==> config.mk <==
export PLATFORM = sky130hd
export DESIGN_NAME = keypad_scanner
export DESIGN_NICKNAME = d
export VERILOG_FILES = /design/src/rtl/keypad_scanner.sv
export SDC_FILE = /design/constraint.sdc
export NUM_CORES = 1
export LEC_CHECK = 0
export BUFFER_PORTS_ARGS = -buffer_cell sky130_fd_sc_hd__clkbuf_2
export CAP_MARGIN = 40
export CORE_UTILIZATION = 55
export DETAILED_ROUTE_END_ITERATION = 8
export GPL_ROUTABILITY_DRIVEN = 0
export PLACE_DENSITY = 0.74
export RECOVER_POWER = 100
export SLEW_MARGIN = 10
export SYNTH_ARGS = -nofsm -noshare
export SYNTH_HDL_FRONTEND = slang
export SYNTH_SLANG_ARGS = --single-unit
==> constraint.sdc <==
create_clock -name clk -period 4.8 [get_ports clk]
set_input_delay 0.72 -clock clk [delete_from_list [all_inputs] [get_ports clk]]
set_output_delay 0.72 -clock clk [all_outputs]
set_load 0.02 [all_outputs]
==> src/rtl/keypad_scanner.sv <==
// keypad_scanner: 4x4 matrix keypad scanner with row synchroniser, debounce and hex key code output.
// Optional macro KEY_REPEAT_EN adds auto-repeat of key_valid while a key stays held.
module keypad_scanner #(
    parameter int unsigned SCAN_DIV       = 100000,
    parameter int unsigned DEBOUNCE_SCANS = 4
`ifdef KEY_REPEAT_EN
    ,
    parameter int unsigned REPEAT_DELAY   = 500,
    parameter int unsigned REPEAT_RATE    = 100
`endif
) (
    input  logic       clk,
    input  logic       reset,
    input  logic [3:0] row_n,
    output logic [3:0] col_n,
    output logic [3:0] key_code,
    output logic       key_valid,
    output logic       key_held
);

    localparam int unsigned DW = $clog2(SCAN_DIV);
    localparam int unsigned CW = (DEBOUNCE_SCANS > 1) ? $clog2(DEBOUNCE_SCANS + 1) : 1;
    localparam logic [DW-1:0] DIV_LAST = DW'(SCAN_DIV - 1);
    localparam logic [CW-1:0] CNT_LAST = CW'(DEBOUNCE_SCANS - 1);
    localparam logic ONE_SCAN = (DEBOUNCE_SCANS == 1);

    typedef enum logic [1:0] {
        SCAN,
        DEBOUNCE,
        HELD,
        RELEASE
    } state_t;

    state_t        state, state_nx;
    logic [3:0]    row_s1, row_s2;
    logic [DW-1:0] div;
    logic          tick;
    logic [1:0]    idx, idx_nx;
    logic [1:0]    cand_row, cand_row_nx, low_row;
    logic [CW-1:0] cnt, cnt_nx;
    logic [3:0]    col_nx, code_nx;
    logic          valid_nx, held_nx, advance, any_low, cand_low;

`ifdef KEY_REPEAT_EN
    localparam int unsigned REP_MAX = (REPEAT_DELAY > REPEAT_RATE) ? REPEAT_DELAY : REPEAT_RATE;
    localparam int unsigned RW = (REP_MAX > 1) ? $clog2(REP_MAX) : 1;
    localparam logic [RW-1:0] DELAY_LAST = RW'(REPEAT_DELAY - 1);
    localparam logic [RW-1:0] RATE_LAST  = RW'(REPEAT_RATE - 1);
    logic [RW-1:0] rep_cnt, rep_cnt_nx;
    logic          rep_on, rep_on_nx;
`endif

    function automatic logic [3:0] key_map(input logic [1:0] r, input logic [1:0] c);
        case ({r, c})
            4'b00_00: key_map = 4'h1;
            4'b00_01: key_map = 4'h2;
            4'b00_10: key_map = 4'h3;
            4'b00_11: key_map = 4'hA;
            4'b01_00: key_map = 4'h4;
            4'b01_01: key_map = 4'h5;
            4'b01_10: key_map = 4'h6;
            4'b01_11: key_map = 4'hB;
            4'b10_00: key_map = 4'h7;
            4'b10_01: key_map = 4'h8;
            4'b10_10: key_map = 4'h9;
            4'b10_11: key_map = 4'hC;
            4'b11_00: key_map = 4'h0;
            4'b11_01: key_map = 4'hF;
            4'b11_10: key_map = 4'hE;
            default:  key_map = 4'hD;
        endcase
    endfunction

    assign tick     = (div == DIV_LAST);
    assign any_low  = (row_s2 != 4'hF);
    assign cand_low = ~row_s2[cand_row];

    // Lowest-numbered low row wins.
    always_comb begin
        low_row = 2'd3;
        if (!row_s2[2]) low_row = 2'd2;
        if (!row_s2[1]) low_row = 2'd1;
        if (!row_s2[0]) low_row = 2'd0;
    end

    always_comb begin
        state_nx    = state;
        cand_row_nx = cand_row;
        cnt_nx      = cnt;
        code_nx     = key_code;
        valid_nx    = 1'b0;
        held_nx     = key_held;
        advance     = 1'b0;
`ifdef KEY_REPEAT_EN
        rep_cnt_nx  = rep_cnt;
        rep_on_nx   = rep_on;
`endif
        if (tick) begin
            case (state)
                SCAN: begin
                    if (any_low) begin
                        cand_row_nx = low_row;
                        cnt_nx      = CW'(1);
                        if (ONE_SCAN) begin
                            state_nx = HELD;
                            code_nx  = key_map(low_row, idx);
                            valid_nx = 1'b1;
                            held_nx  = 1'b1;
                        end else begin
                            state_nx = DEBOUNCE;
                        end
                    end else begin
                        advance = 1'b1;
                    end
                end
                DEBOUNCE: begin
                    if (!cand_low) begin
                        state_nx = SCAN;
                        advance  = 1'b1;
                    end else if (cnt == CNT_LAST) begin
                        state_nx = HELD;
                        code_nx  = key_map(cand_row, idx);
                        valid_nx = 1'b1;
                        held_nx  = 1'b1;
                    end else begin
                        cnt_nx = cnt + CW'(1);
                    end
                end
                HELD: begin
                    if (!cand_low) begin
                        cnt_nx = CW'(1);
                        if (ONE_SCAN) begin
                            state_nx = SCAN;
                            held_nx  = 1'b0;
                            advance  = 1'b1;
                            cnt_nx   = '0;
                        end else begin
                            state_nx = RELEASE;
                        end
`ifdef KEY_REPEAT_EN
                        rep_cnt_nx = '0;
                        rep_on_nx  = 1'b0;
                    end else if (rep_cnt == (rep_on ? RATE_LAST : DELAY_LAST)) begin
                        valid_nx   = 1'b1;
                        rep_cnt_nx = '0;
                        rep_on_nx  = 1'b1;
                    end else begin
                        rep_cnt_nx = rep_cnt + RW'(1);
`endif
                    end
                end
                RELEASE: begin
                    if (cand_low) begin
                        state_nx = HELD;
                    end else if (cnt == CNT_LAST) begin
                        state_nx = SCAN;
                        held_nx  = 1'b0;
                        advance  = 1'b1;
                        cnt_nx   = '0;
                    end else begin
                        cnt_nx = cnt + CW'(1);
                    end
                end
                default: state_nx = SCAN;
            endcase
        end
        idx_nx = advance ? idx + 2'd1 : idx;
        col_nx = ~(4'b0001 << idx_nx);
    end

    always_ff @(posedge clk) begin
        if (reset) begin
            row_s1    <= '1;
            row_s2    <= '1;
            div       <= '0;
            state     <= SCAN;
            idx       <= '0;
            col_n     <= 4'b1110;
            cand_row  <= '0;
            cnt       <= '0;
            key_code  <= '0;
            key_valid <= 1'b0;
            key_held  <= 1'b0;
`ifdef KEY_REPEAT_EN
            rep_cnt   <= '0;
            rep_on    <= 1'b0;
`endif
        end else begin
            row_s1    <= row_n;
            row_s2    <= row_s1;
            div       <= tick ? '0 : div + DW'(1);
            state     <= state_nx;
            idx       <= idx_nx;
            col_n     <= col_nx;
            cand_row  <= cand_row_nx;
            cnt       <= cnt_nx;
            key_code  <= code_nx;
            key_valid <= valid_nx;
            key_held  <= held_nx;
`ifdef KEY_REPEAT_EN
            rep_cnt   <= rep_cnt_nx;
            rep_on    <= rep_on_nx;
`endif
        end
    end

endmodule
==> out/metrics.yaml, run 1 <==
power_and_ir_drop:
  combinationalPowerShare_pct: 4.4
  max-vdd-ir-drop_mv: 0.228
  powerDensity_nw_per_um2: 295
  pwr-share-seq_pct: 55.0
  switching_power_uw: 145
  power_frac_clock_pct: 40.6
  internal_power_uw: 537
  swShare_pct: 21.3
  p_leak_nw: 0.789
finish:
  drive_above_1_share_pct: 11.7
  multi_input_area_um2: 1170
  area_growth_pct: 6.21
  fillers: 326
  antenna-diode-count: 0
  layout.nets: 260
  regArea_um2: 881
hold_path:
  hold_start: "row_s1[1]"
  hp-class: "register to register"
floorplanning:
  die_h_um: 64.9
  io_pins: 16
  rows: 22
  die-area_um2: 4210
  coreArea_um2: 3720
  die_w_um: 64.9
  start_util_pct: 58.5
logic_synthesis:
  yosysTopAreaCellShare_pct: 40.5
  synth_cells: 239
  synth-edff-count: 0
  synth_cell_types: 46
  synth_warnings: 0
  yosysTopAreaCell: "dfxtp_1"
  syn_avg_cell_area_um2: 9.10
  synth_area_leaders: "dfxtp_1, ha_1, nand4_1, nor2_1, a21oi_1"
  synth_flop_cell: "dfxtp_1"
  ys_ff_latch: 44
  seq_area_frac_synth_pct: 40.5
  syn-num-nets: 252
  async_reset_ff_share_pct: 0
  syn-cell-area_um2: 2170
routing:
  drc: 0
  via_per_inst: 5.80
  drtAntennaViolNets: 0
  dr.pass1.iters: 4
  totalWireLength_um: 3990
  drt-initial-drc-count: 108
  num_vias: 1716
  wl_per_cell_um: 13.5
sta:
  worst_slack_ps: 2450
  tns_ps: 0
  max_freq_mhz: 425
  rsz0062_at_grt: "no"
  slew_violations: 0
  period_minus_slack_ps: 2350
  slew_headroom_pct: 16.2
  setup_viol_count_final: 0
  worst_slew_pin_slew_ps: 1260
  hold_viol_final: 0
  fin_skew_ps: 7.14
  fin_crit_sh_pct: 49.0
global_route:
  grt.total_usage_pct: 21.0
  grt_overflow: 0
  grt_pass1_wl_um: 6760
  grt_start_max_net_pins: 34
  first_global_vias: 1574
  antenna_found_initial: 0
setup_path:
  critPathLaunchType: "register"
  cp_max_fo: 9
  cp.required_ps: 4980
  reg2reg_from: "cand_row[0]"
  cp-startpoint: "cand_row[0]"
  worst_ep_arrival_time_ps: 2530
  end_kind: "register"
  critPathKind: "register to register"
clock_network:
  clock-sinks: 44
  cts-root-buf: "clkbuf_8"
  cts_tree: "done"
  cts_resized: 0
  clkLatencyLatePin_ps: 300
  cts_setup_buffers: 0
  postCtsHoldBufs: 0
  htreeDepth: 2
  clk_pin_slew_ps: 80
  clock_path_buffers: 2
  cts_buffers: 5
place:
  hpwl_um: 2740
  io_buffers: 15
  dpl_worst_slack_ps: 2700
outcome:
  status: "finished clean"
job:
  maxCapViolCount: 0
registers in the layout, summed over array words and instances (netlist names), named ones only:
name	count
div	17
col_n	4
key_code	4
row_s1	4
row_s2	4
cnt	3
cand_row	2
idx	2
key_held	1
key_valid	1
state	1
worst paths after layout:
check        depth (start not counted)         to  slack (ps)
max                                  4   col_n[3]        2450
min                                  1  row_s2[1]         410
min reg2reg                          1  row_s2[1]         410
max reg2reg                          4   col_n[3]        2450
worst max-delay path, stage by stage (launching register included):
cell,delay (ps)
dfxtp_1,580
mux4_2,670
a32oi_1,480
nor2_1,160
o41a_1,340
layout make-up:
cell class | count | share of cell area [%]
multi-input cells | 174 | 50.8
flip-flops and latches | 44 | 38.1
clock buffers | 6 | 3.14
repair buffers | 15 | 2.65
well taps | 48 | 2.60
clock inverters | 2 | 1.52
inverters | 7 | 1.14
cell usage after synthesis, types with 3 or more instances:
cell       n
nor3_1     7
nand2_1   12
a21oi_1   13
a31oi_1    3
nor4_1     3
o31ai_1    3
o21ai_0    9
xnor2_1    7
or2_2      9
dfxtp_1   44
buf_2      4
nand4_1   12
mux2i_1    6
xor2_1     7
clkbuf_1   7
a211oi_1   3
nand2b_1   6
nor2_1    20
o41a_1     3
nand3_1   11
ha_1       7
inv_1      7
and4_1     4
cell families after synthesis:
group                    share of synthesized area, %
AND/OR/NAND/NOR                                  25.9
AO/OA/AOI/OAI                                    14.7
adder cells (fa/ha/maj)                          4.03
flip-flops                                       40.5
buffers and inverters                            4.32
XOR/XNOR                                         5.64
multiplexers                                     4.83
layer usage:
| layer | track usage, % | up-vias | part of all wire (%) |
|---|---|---|---|
| met5 | 0 | - | 0 |
| met4 | 11.1 | 0 | 1.5 |
| met3 | 4.23 | 6 | 3.3 |
| met2 | 38.0 | 23 | 49 |
| met1 | 22.7 | 800 | 46 |
| li1 | - | 887 | - |
power groups by stage:
stage	clock network (mW)	logic (mW)	registers, mW
6_report	0.277	0.0301	0.375
5_1_grt	0.304	0.0339	0.376
4_1_cts	0.284	0.0320	0.375
3_5_place_dp	0	0.0317	0.384
3_3_place_gp	0	0.0315	0.383
2_1_floorplan	0	0.0239	0.384
metrics by stage:
step | instances | hold WS [ps] | instance area (um^2) | power [mW] | utilization (%)
global route | 296 | 423 | 2310 | 0.714 | 62.2
detailed placement | 288 | 393 | 2240 | 0.415 | 60.3
finish | 296 | 410 | 2310 | 0.682 | 62.2
global placement | 288 | 392 | 2240 | 0.415 | 60.3
CTS | 296 | 416 | 2350 | 0.691 | 63.2
floorplan | 239 | 389 | 2170 | 0.408 | -
placed cells by master (no fill, tap or decap), types with 4 or more instances in the layout:
cell type / Yosys / final
o21ai_0: 9 / 9
nand3_1: 11 / 11
nand2_1: 12 / 12
and4_1: 4 / 4
xor2_1: 7 / 7
clkbuf_1: 7 / 12
clkbuf_2: 2 / 4
nor3_1: 7 / 7
xnor2_1: 7 / 7
nor2_1: 20 / 21
mux2i_1: 6 / 6
a21oi_1: 13 / 13
dfxtp_1: 44 / 44
nand2b_1: 6 / 6
nand4_1: 12 / 12
or2_2: 9 / 9
clkbuf_8: 0 / 5
inv_1: 7 / 7
ha_1: 7 / 7
(Power assumes the default switching activity.)
==> run 2, diff against run 1 <==
CORE_UTILIZATION = 53   (was 55)
clock period = 2.1 ns   (was 4.8 ns; I/O delays follow)
==> run 2 against run 1 <==
Net effect:
- clock power is 130% higher
- maximum frequency grew 18%
- combinational power is 130% higher
- largest cell class unchanged
==> out/metrics.yaml, run 2 (synthesized netlist as in run 1, its figures left out) <==
floorplanning:
  start_util_pct: 57.2
  die-area_um2: 4360
  io_pins: 16
  coreArea_um2: 3800
  die_h_um: 66.1
  die_w_um: 66.1
  rows: 22
sta:
  worst_slack_ps: 107
  period_minus_slack_ps: 1990
  slew_headroom_pct: 69.3
  max_freq_mhz: 502
  worst_slew_pin_slew_ps: 461
  hold_viol_final: 0
  fin_skew_ps: 6.65
  fin_crit_sh_pct: 94.9
  setup_viol_count_final: 0
  slew_violations: 0
  rsz0062_at_grt: "no"
  tns_ps: 0
clock_network:
  clock_path_buffers: 2
  cts_resized: 0
  cts-root-buf: "clkbuf_8"
  cts_setup_buffers: 0
  cts_buffers: 5
  htreeDepth: 2
  cts_tree: "done"
  clkLatencyLatePin_ps: 300
  clock-sinks: 44
  clk_pin_slew_ps: 80
  postCtsHoldBufs: 0
finish:
  largest_reg_flops: 17
  post-route-util_pct: 62.9
  layout.nets: 270
  drive_above_1_share_pct: 16.3
  antenna-diode-count: 0
  area_growth_pct: 9.95
  final_cell_mix: "dfxtp_1, nor2_1, a21oi_1"
  largest_register: "div"
  layout_commonest_cell: "dfxtp_1"
  fillers: 345
routing:
  drc: 0
  totalWireLength_um: 4120
  wl_per_cell_um: 13.5
  dr.pass1.iters: 4
  via_per_inst: 5.75
  drt-initial-drc-count: 108
  num_vias: 1760
  drtAntennaViolNets: 0
setup_path:
  end_kind: "register"
  cp_max_fo: 7
  timing.critical_path.mode_cell: "ha_1"
  slowest_stage: "or3b_2"
  crit_chain: "ha_1, ha_1, or3b_2, o22ai_1, o211ai_2, mux2_2"
  cp.required_ps: 2300
  endpoint: "cnt[0]"
  critPathKind: "register to register"
  critPathLaunchType: "register"
  reg2reg_from: "cnt[0]"
  ff2ff_path_depth: 6
  worst_ep_arrival_time_ps: 2190
  reg2reg_to: "cnt[0]"
  ff2ff_setup_slack_ps: 110
  slowest_delay_ps: 460
  cp-startpoint: "cnt[0]"
job:
  maxCapViolCount: 0
global_route:
  first_global_vias: 1641
  antenna_found_initial: 0
  grt_pass1_wl_um: 7410
  grt.total_usage_pct: 22.4
  grt_overflow: 0
  grt_start_max_net_pins: 21
place:
  io_buffers: 15
  hpwl_um: 2930
  dpl_worst_slack_ps: 136
power_and_ir_drop:
  max-vdd-ir-drop_mv: 0.543
  finalPower_mw: 1.58
  powerDensity_nw_per_um2: 660
  p_leak_nw: 0.837
hold_path:
  hp-class: "input pin to register"
outcome:
  status: "finished clean"
## run 2: cell count changes in the layout (fill, tap and decap cells not counted), sizes merged
cell / delta
clkbuf: +1
clkinvlp: +1
buf: +8
## run 2: report_power, final
| part | switching, mW | internal (mW) |
|---|---|---|
| Combinational | 0.0421 | 0.0282 |
| Clock | 0.298 | 0.352 |
| Sequential | 0.00982 | 0.847 |
| Total | 0.350 | 1.23 |
## run 2: per-stage QoR
step	instances	hold WS, ps	area [um^2]
2_1_floorplan	239	389	2170
4_1_cts	306	179	2430
3_3_place_gp	298	391	2320
6_report	306	186	2390
3_5_place_dp	298	398	2320
5_1_grt	306	177	2390
## run 2: metal layers
| metal | GRT usage (%) | vias up | share of wire, % |
|---|---|---|---|
| met5 | 0 | - | 0 |
| met4 | 9.57 | 0 | 1.9 |
| met3 | 6.03 | 6 | 4.3 |
| met2 | 32.5 | 33 | 42 |
| met1 | 31.0 | 820 | 52 |
| li1 | - | 901 | - |
## run 2: critical path: cells and delay by family (launching register included)
family	cells	cell delay, ps
AOI/OAI and AO/OA	2	340
adders and majority gates	2	460
DFF	1	330
muxes	1	300
and+or+nand+nor	1	460
## run 2: worst min path at each step
stage                end  startpoint  cells past startpoint
6_report       row_s1[1]    row_n[1]                      2
2_1_floorplan  row_s2[0]   row_s1[0]                      1
3_3_place_gp   row_s2[3]   row_s1[3]                      1
5_1_grt        row_s1[1]    row_n[1]                      2
3_5_place_dp   row_s2[1]   row_s1[1]                      1
4_1_cts        row_s1[1]    row_n[1]                      2
## run 2: final cells by class
class | instances | area [um^2] | area share [%]
clock buffer | 5 | 68.8 | 2.88
clock inverter | 3 | 42.5 | 1.78
inverter | 7 | 26.3 | 1.10
multi-input combinational | 174 | 1180 | 49.4
sequential | 44 | 881 | 36.8
tap | 48 | 60.1 | 2.51
timing repair buffer | 25 | 131 | 5.49
